`src/rtl/imem_loader_pkg.sv`:
```
// imem_loader_pkg: shared state encoding, error codes and frame constants for the IMEM boot loader.
package imem_loader_pkg;

    typedef enum logic [2:0] {HDR0, HDR1, DATA, CSUM, DONE, ERR} state_t;

    localparam logic [1:0] ERR_NONE = 2'b00;
    localparam logic [1:0] ERR_SIZE = 2'b01;
    localparam logic [1:0] ERR_CSUM = 2'b10;

    localparam int HDR_BYTES = 2;

endpackage

```
`src/rtl/word_assembler.sv`:
```
// word_assembler: packs a little-endian byte stream into 32-bit words with a one-cycle word_valid pulse.
module word_assembler
    import imem_loader_pkg::*;
(
    input  logic        clk,
    input  logic        rst_ni,
    input  logic [7:0]  byte_i,
    input  logic        valid_i,
    output logic        last_o,
    output logic [31:0] word_o,
    output logic        word_valid_o
);

    logic [1:0]  cnt_q, cnt_d;
    logic [23:0] asm_q, asm_d;
    logic [31:0] word_q, word_d;
    logic        wv_q;

    assign last_o       = valid_i && cnt_q == 2'd3;
    assign word_o       = word_q;
    assign word_valid_o = wv_q;

    // Earlier bytes drift down so the first byte ends up least significant.
    always_comb begin
        cnt_d  = valid_i ? cnt_q + 2'd1 : cnt_q;
        asm_d  = valid_i ? {byte_i, asm_q[23:8]} : asm_q;
        word_d = last_o ? {byte_i, asm_q} : word_q;
    end

    always_ff @(posedge clk or negedge rst_ni) begin
        if (!rst_ni) begin
            cnt_q  <= '0;
            asm_q  <= '0;
            word_q <= '0;
            wv_q   <= 1'b0;
        end else begin
            cnt_q  <= cnt_d;
            asm_q  <= asm_d;
            word_q <= word_d;
            wv_q   <= last_o;
        end
    end

endmodule

```
`src/rtl/imem_loader.sv`:
```
// imem_loader: loads a checksummed byte-stream image into IMEM and holds the core in reset until it verifies.
module imem_loader
    import imem_loader_pkg::*;
#(
    parameter int ADDR_W     = 8,
    parameter int MAX_WORDS  = 256,
    parameter int START_ADDR = 0
) (
    input  logic              clk,
    input  logic              reset,
    input  logic [7:0]        in_data,
    input  logic              in_valid,
    output logic              in_ready,
    input  logic              restart,
    output logic              mem_we,
    output logic [ADDR_W-1:0] mem_addr,
    output logic [31:0]       mem_wdata,
    output logic              cpu_hold,
    output logic              done,
    output logic              error,
    output logic [1:0]        err_code,
    output logic [ADDR_W:0]   words_loaded
);

    localparam int CW = ADDR_W + 1;

    state_t            state_q, state_d;
    logic              in_ready_q, in_ready_d;
    logic              done_q, done_d;
    logic              error_q, error_d;
    logic              hold_q, hold_d;
    logic [1:0]        err_q, err_d;
    logic [7:0]        cnt_lo_q, cnt_lo_d;
    logic [7:0]        acc_q, acc_d;
    logic [CW-1:0]     n_q, n_d;
    logic [CW-1:0]     words_q, words_d;
    logic [ADDR_W-1:0] addr_q, addr_d;
    logic              accept, word_last, size_bad;
    logic [15:0]       n_full;

    assign accept   = in_valid && in_ready_q;
    assign n_full   = {in_data, cnt_lo_q};
    assign size_bad = 32'(n_full) > MAX_WORDS;

    assign in_ready     = in_ready_q;
    assign mem_addr     = addr_q;
    assign cpu_hold     = hold_q;
    assign done         = done_q;
    assign error        = error_q;
    assign err_code     = err_q;
    assign words_loaded = words_q;

    word_assembler u_asm (
        .clk          (clk),
        .rst_ni       (reset),
        .byte_i       (in_data),
        .valid_i      (accept && state_q == DATA),
        .last_o       (word_last),
        .word_o       (mem_wdata),
        .word_valid_o (mem_we)
    );

    always_comb begin
        state_d  = state_q;
        cnt_lo_d = cnt_lo_q;
        n_d      = n_q;
        acc_d    = acc_q;
        err_d    = err_q;
        words_d  = word_last ? words_q + CW'(1) : words_q;
        addr_d   = word_last ? ADDR_W'(START_ADDR) + words_q[ADDR_W-1:0] : addr_q;
        case (state_q)
            HDR0: if (accept) begin
                cnt_lo_d = in_data;
                acc_d    = acc_q ^ in_data;
                state_d  = HDR1;
            end
            HDR1: if (accept) begin
                acc_d   = acc_q ^ in_data;
                n_d     = CW'(n_full);
                err_d   = size_bad ? ERR_SIZE : ERR_NONE;
                state_d = size_bad ? ERR : n_full == 16'd0 ? CSUM : DATA;
            end
            DATA: begin
                acc_d   = accept ? acc_q ^ in_data : acc_q;
                state_d = (word_last && words_q + CW'(1) == n_q) ? CSUM : DATA;
            end
            CSUM: if (accept) begin
                err_d   = in_data == acc_q ? ERR_NONE : ERR_CSUM;
                state_d = in_data == acc_q ? DONE : ERR;
            end
            default: if (restart) begin
                state_d = HDR0;
                err_d   = ERR_NONE;
                words_d = '0;
                acc_d   = '0;
            end
        endcase
        in_ready_d = state_d inside {HDR0, HDR1, DATA, CSUM};
        done_d     = state_d == DONE;
        error_d    = state_d == ERR;
        hold_d     = state_d != DONE;
    end

    always_ff @(posedge clk or negedge reset) begin
        if (!reset) begin
            state_q    <= HDR0;
            in_ready_q <= 1'b0;
            done_q     <= 1'b0;
            error_q    <= 1'b0;
            hold_q     <= 1'b1;
            err_q      <= ERR_NONE;
            cnt_lo_q   <= '0;
            acc_q      <= '0;
            n_q        <= '0;
            words_q    <= '0;
            addr_q     <= '0;
        end else begin
            state_q    <= state_d;
            in_ready_q <= in_ready_d;
            done_q     <= done_d;
            error_q    <= error_d;
            hold_q     <= hold_d;
            err_q      <= err_d;
            cnt_lo_q   <= cnt_lo_d;
            acc_q      <= acc_d;
            n_q        <= n_d;
            words_q    <= words_d;
            addr_q     <= addr_d;
        end
    end

endmodule

```
`config.mk`:
```
export PLATFORM = sky130hd
export DESIGN_NAME = imem_loader
export DESIGN_NICKNAME = d
export VERILOG_FILES = /design/src/rtl/imem_loader_pkg.sv /design/src/rtl/word_assembler.sv /design/src/rtl/imem_loader.sv
export SDC_FILE = /design/constraint.sdc
export NUM_CORES = 1
export LEC_CHECK = 0
export ABC_AREA = 1
export ABC_CLOCK_PERIOD_IN_PS = 3000
export BUFFER_PORTS_ARGS = -buffer_cell sky130_fd_sc_hd__buf_2
export CORE_MARGIN = 3
export CORE_UTILIZATION = 49
export DETAILED_ROUTE_END_ITERATION = 7
export GPL_TIMING_DRIVEN = 0
export PLACE_DENSITY_LB_ADDON = 0.1
export SLEW_MARGIN = 0
export SYNTH_ARGS = -nofsm -noshare
export SYNTH_HDL_FRONTEND = slang
export SYNTH_HIERARCHICAL = 1
export SYNTH_SLANG_ARGS = --single-unit
```
`constraint.sdc`:
```
create_clock -name clk -period 3 [get_ports clk]
set_input_delay 0.6 -clock clk [delete_from_list [all_inputs] [get_ports clk]]
set_output_delay 0.6 -clock clk [all_outputs]
set_load 0.01 [all_outputs]
```
# Word-level counts from Yosys, hierarchy flattened
# Cells that the tools add are included.
word_totals:
  ff_bits: 110
  latchBits: 0
  ramBits: 0
  romBits: 0
  input_bits: 12
  out_inout_bits: 56
  memories: 0
classes:
  add_sub_neg: 2
  mul: 0
  n_div: 0
  order_cmp: 1
  eq_ne: 15
  n_shift: 0
  muxes: 21
  bitwise: 3
  reduce_logical: 17
ops:
  columns: ["cell", "n"]
  rows:
  - ["2-to-1 mux 9 bit", 3]
  - ["greater-than comparator 16 x 9 -> 1 bit, second input constant", 1]
  - ["logical NOT 16 bit", 1]
  - ["2-to-1 mux 8 bit", 2]
  - ["case mux 8 bit (2 select lines)", 1]
  - ["2-to-1 mux 3 bit", 5]
  - ["== test 3 x 2 -> 1 bit, second input constant", 4]
  - ["case mux 3 bit (4 select lines)", 1]
  - ["adder 9 x 1 -> 9 bit, second input constant", 1]
  - ["== test 9 bit", 1]
  - ["== test 8 bit", 1]
  - ["2-to-1 mux 2 bit", 4]
  - ["bitwise XOR 8 bit", 1]
  - ["== test 3 x 1 -> 1 bit, second input constant", 2]
  - ["== test 3 bit, second input constant", 2]
  - ["logical NOT 3 bit", 2]
  - ["case mux 2 bit (3 select lines)", 1]
  - ["logical AND 1 bit", 4]
  - ["2-to-1 mux 1 bit", 4]
  - ["inequality test 2 bit, second input constant", 2]
  - ["AND reduction 2 bit", 2]
  - ["AND reduction 4 bit", 1]
  - ["nonzero test 4 bit", 1]
  - ["OR reduction 4 bit", 1]
  - ["other kinds (10)", 11]

# Longest topological paths before layout
logic_depth:
  word_depth: 8
  depth_mapped: 17

# Modules after synthesis
# The synthesis kept the hierarchy.
modules_own_cells:
  columns: ["module", "instances", "cells_each", "area_each_um2"]
  rows:
  - ["imem_loader", 1, 354, 2598.7]
  - ["word_assembler", 1, 254, 2324.7]

# Least setup slack after synthesis
# No wires, ideal clock.
synth_path:
  kind: "input port to flip-flop"
  from: "input in_valid"
  to: "register error_q (netlist: error)"
  setup_time_ns: 0.069
  arrival_ns: 2.135
  t_required_ns: 2.931
  setup_slack_ns: 0.796
  stages: 16
  path_buffers: 2
  cell_sequence: "nand2_1 -> nor3_1 -> buf_6 -> nand2_4 -> buf_4 -> inv_1 -> nand2_1 -> nor2_1 -> nand3_1 -> nor2_1 -> nand2_1 -> nor2_1 -> nand3_2 -> nand2_2 -> nand2_2 -> nor2_2"
synth_between:
  elab_chain_cells: 7
  word_cells_on_any_way: 10
  cone_classes: "1 x eq/ne; 5 x mux; 4 x reduce/logical"
synth_lines:
  columns: ["element", "line_no", "rtl"]
  rows:
  - ["from (decl)", "imem_loader.sv:12", "input logic in_valid,"]
  - ["logical AND 1 bit", "imem_loader.sv:41", "assign accept = in_valid && in_ready_q;"]
  - ["logical AND 1 bit", "imem_loader.sv:57", ".valid_i (accept && state_q == DATA),"]
  - ["logical AND 1 bit", "word_assembler.sv:19", "assign last_o = valid_i && cnt_q == 2'd3;"]
  - ["named net word_last", "imem_loader.sv:38", "logic accept, word_last, size_bad;"]
  - ["logical AND 1 bit", "imem_loader.sv:85", "state_d = (word_last && words_q + CW'(1) == n_q) ? CSUM : DATA;"]
  - ["2-to-1 mux 1 bit", "imem_loader.sv:85", null]
  - ["case mux 3 bit (4 select lines)", "imem_loader.sv:71", "case (state_q)"]
  - ["== test 3 bit", "imem_loader.sv:100", "error_d = state_d == ERR;"]
  - ["named net error_d", "imem_loader.sv:30", "logic error_q, error_d;"]
  - ["to (signal assigned)", "imem_loader.sv:121", "error_q <= error_d;"]
  - ["to (decl)", "imem_loader.sv:30", null]
# The timed path passes the listed nets, and every way through them passes these cells.
# A chain may end at the register's enable or synchronous reset.

# Worst setup path in the final report
layout_path:
  from: "register state_q[2]"
  to: "register error_q (netlist: error)"
layout_between:
  elab_chain_cells: 7
  word_cells_on_any_way: 14
  cone_classes: "4 x eq/ne; 6 x mux; 4 x reduce/logical"
layout_lines:
  columns: ["element", "line_no", "rtl"]
  rows:
  - ["from (decl)", "imem_loader.sv:27", "state_t state_q, state_d;"]
  - ["from (signal assigned)", "imem_loader.sv:118", "state_q <= state_d;"]
  - ["== test 3 x 2 -> 1 bit", "imem_loader.sv:57", null]
  - ["logical AND 1 bit", "imem_loader.sv:57", null]
  - ["logical AND 1 bit", "word_assembler.sv:19", null]
  - ["named net word_last", "imem_loader.sv:38", null]
  - ["logical AND 1 bit", "imem_loader.sv:85", null]
  - ["2-to-1 mux 1 bit", "imem_loader.sv:85", null]
  - ["case mux 3 bit (4 select lines)", "imem_loader.sv:71", null]
  - ["== test 3 bit", "imem_loader.sv:100", null]
  - ["named net error_d", "imem_loader.sv:30", null]
# The timed path passes the listed nets, and every way through them passes these cells.

==> results_dict.tcl <==
set metrics [dict create \
    grt_start_max_net_pins 63 \
    synthTopCellsByArea "dfrtp_1 (55%), nand2_1 (21%), nand3_1 (5.4%)" \
    cts_tree "built" \
    fin_crit_sh_pct 83.8 \
    reg2reg_from "state_q[2]$_DFF_PN0_" \
    finalHoldViolations 0 \
    die_area_mm2 0.0113 \
    antenna_cells 0 \
    startpoint_type "flip-flop" \
    drt-vias-per-instance 5.00 \
    cts_sinks 110 \
    syn_nets 622 \
    drt-wirelength-per-cell_um 13.6 \
    critPathArrivalTime_ns 2.81 \
    gp_congestion 0.841 \
    async_reset_ff_share_pct 100 \
    yosys.area.top_type "dfrtp_1" \
    cts_resized 0 \
    reg2reg_setup_slack_ns 0.49 \
    path_clk_slew_ns 0.11 \
    cp_slowest_stage_delay_ns 0.42 \
    startpoint "state_q[2]$_DFF_PN0_" \
    power_density_mw_per_mm2 626 \
    firstDrtPassIters 7 \
    ant_nets 0 \
    insertion_delay_ns 0.36 \
    vdd_drop_max_uv 363 \
    root_buffer "clkbuf_8" \
    busiest_layer "met1" \
    cp-end-kind "flip-flop" \
    status "finished, final reports clean" \
    slew_violations 0 \
    row_count 35 \
    postCtsSetupBuffers 0 \
    max_slew_margin_pct 57.7 \
    grt.met3_usage_pct 3.70 \
    p_leak_nw 3.25 \
    tightest_slew_ns 0.635 \
    fp.dieW_um 106 \
    via_count 4101 \
    pin_count 68 \
    drt_wl_total_um 11200 \
    grt_pass1_wl_um 19100 \
    reg2reg_depth 17 \
    endpoint "error$_DFF_PN0_" \
    num-nets-final 701 \
    final_area_mm2 0.00564 \
    synth_enable_flop_cells 0 \
    numCtsBuffers 9 \
    syn_area_per_cell_um2 8.10 \
    h-tree-depth 3 \
    max_freq_mhz 398 \
    worstSetupPathType "reg2reg" \
    ys_warn_count 6 \
    cpMaxStageDelayCell "dfrtp_1" \
    setup_viol 0 \
    synth_ff_type "dfrtp_1" \
    cap_violations 0 \
    dp_hpwl_um 8100 \
    grt_pass1_vias 3888 \
    grt.total_usage_pct 21.0 \
    syn_to_final_growth_pct 14.6 \
    antenna_found_initial 0 \
    synth_top_area_share_pct 55.4 \
    ys_ff_latch 110 \
    overflow 0 \
    ys_types 29 \
    critPathMaxFanout 10 \
    core_area_mm2 0.00950 \
    initial_utilization_pct 51.8 \
    grtUsageMet1_pct 31.8 \
    skew_ns 0.00731 \
    rsz0062_at_grt "no" \
    tns_ns 0 \
    drive_gt1_share_pct 17.8 \
    worstReg2RegEnd "error$_DFF_PN0_" \
    crit_required_ns 3.30 \
    ctsHoldBuffers 0 \
    ys_seq_area_share_pct 55.9 \
    die_height_um 106 \
    use_met2_pct 31.2 \
    period_minus_slack_ns 2.51 \
    drt-initial-drc-count 257 \
    hold_path_class "in2async" \
    synth_cells 608 \
    dpl_cell_area_mm2 0.00545 \
    post-route-drc-count 0 \
    clockBufferDepth 2 \
    fin_hold_ws_ns 0.248 \
    crit_path_cell_trace "inv_2 -> nand2_1 -> nor3_1 -> buf_6 -> nand2_4 -> buf_4 -> inv_1 -> nand2_1 -> nor2_1 -> nand3_1 -> nor2_1 -> nand2_1 -> nor2_1 -> nand3_2 -> nand2_2 -> nand2_2 -> nor2_2" \
    synth_area_mm2 0.00492 \
    portBuffers 67 \
]
-- cell type report --
type	instances	area [um^2]
buffer	21	141
clock buffer	10	138
clock inverter	6	52.6
fill	924	3860
inverter	52	195
multi-input combinational	425	1830
sequential	110	2750
tap	129	161
timing repair buffer	68	365
-- how the worst min path moves through the flow --
stage / start / to / slack [ns] / cells after the start
floorplan: reset / acc_q[0]$_DFFE_PN0P_ / 0.30 / 0
global placement: u_asm/word_o[9]$_DFFE_PN0P_ / u_asm/word_o[9]$_DFFE_PN0P_ / 0.45 / 2
detailed placement: u_asm/word_o[6]$_DFFE_PN0P_ / u_asm/word_o[6]$_DFFE_PN0P_ / 0.45 / 2
CTS: reset / u_asm/word_o[0]$_DFFE_PN0P_ / 0.26 / 1
global route: reset / mem_addr[7]$_DFFE_PN0P_ / 0.28 / 1
finish: reset / mem_addr[7]$_DFFE_PN0P_ / 0.25 / 1
-- cell families after synthesis --
group | after synthesis | share of synthesized area, %
XOR/XNOR | 1 | 0.178
AND/OR/NAND/NOR | 372 | 31.3
adder cells (fa/ha/maj) | 2 | 0.508
buffers and inverters | 73 | 6.84
AO/OA/AOI/OAI | 50 | 5.26
flip-flops | 110 | 55.9
-- critical path, delay by kind of cell, from the launching register on --
kind / cells / cell delay [ns]
AND/OR/NAND/NOR: 13 / 1.31
flip-flops: 1 / 0.42
buffers and inverters: 4 / 0.71
-- synthesized netlist by cell type, types with 2 or more instances --
library cell	count
ha_1	2
inv_1	46
buf_6	4
nor2_1	24
nand3_1	53
buf_2	8
o21ai_1	2
inv_2	5
nand2_2	3
nand3b_1	2
nor2_2	7
nand2_1	270
dfrtp_1	109
o21ai_0	36
a21oi_1	9
buf_4	6
clkbuf_1	3
nand4_1	8
-- state kept, by name, indices dropped and copies added, names as in the netlist, 3 cells and up --
| register | flops |
|---|---|
| n_q | 9 |
| mem_addr | 8 |
| state_q | 3 |
| acc_q | 8 |
| u_asm/word_o | 32 |
| cnt_lo_q | 8 |
| u_asm/asm_q | 24 |
| words_loaded | 9 |
-- placed cells by master, fill, tap and decap left out, types with 2 or more instances in the layout --
| cell type | instances |
|---|---|
| clkbuf_8 | 10 |
| nand3b_1 | 2 |
| o21ai_0 | 36 |
| a21oi_1 | 9 |
| inv_6 | 2 |
| nor2_1 | 24 |
| o21ai_1 | 2 |
| nand2_1 | 270 |
| buf_6 | 4 |
| nand3_1 | 53 |
| ha_1 | 2 |
| buf_4 | 7 |
| inv_2 | 5 |
| clkbuf_1 | 3 |
| nand2_2 | 3 |
| buf_2 | 74 |
| dfrtp_1 | 109 |
| clkinvlp_4 | 2 |
| nand4_1 | 8 |
| nor2_2 | 7 |
| inv_1 | 46 |
-- per-stage QoR --
stage                     cells  setup slack [ns]  util, %  total power [mW]
after CTS                   821             0.467     59.4              3.57
after floorplan             608             0.796        -              2.43
after global routing        821             0.207     59.4              3.79
final                       821             0.487     59.4              3.53
after detailed placement    805             0.231     57.4              2.70
after global placement      804            0.0706     57.0              2.65
-- metal layers --
layer | share of wire, % | vias up
met5 | 0 | -
met4 | 1.3 | 0
met3 | 5.9 | 19
met2 | 43 | 131
met1 | 50 | 1898
li1 | - | 2053
-- where the power goes --
part	leakage (nW)	switching (mW)	internal, mW
Combinational	1.67	0.544	0.273
Clock	0.0914	0.522	0.339
Sequential	1.49	0.148	1.71
Total	3.25	1.21	2.32
Power figures use the tool's default switching activity.
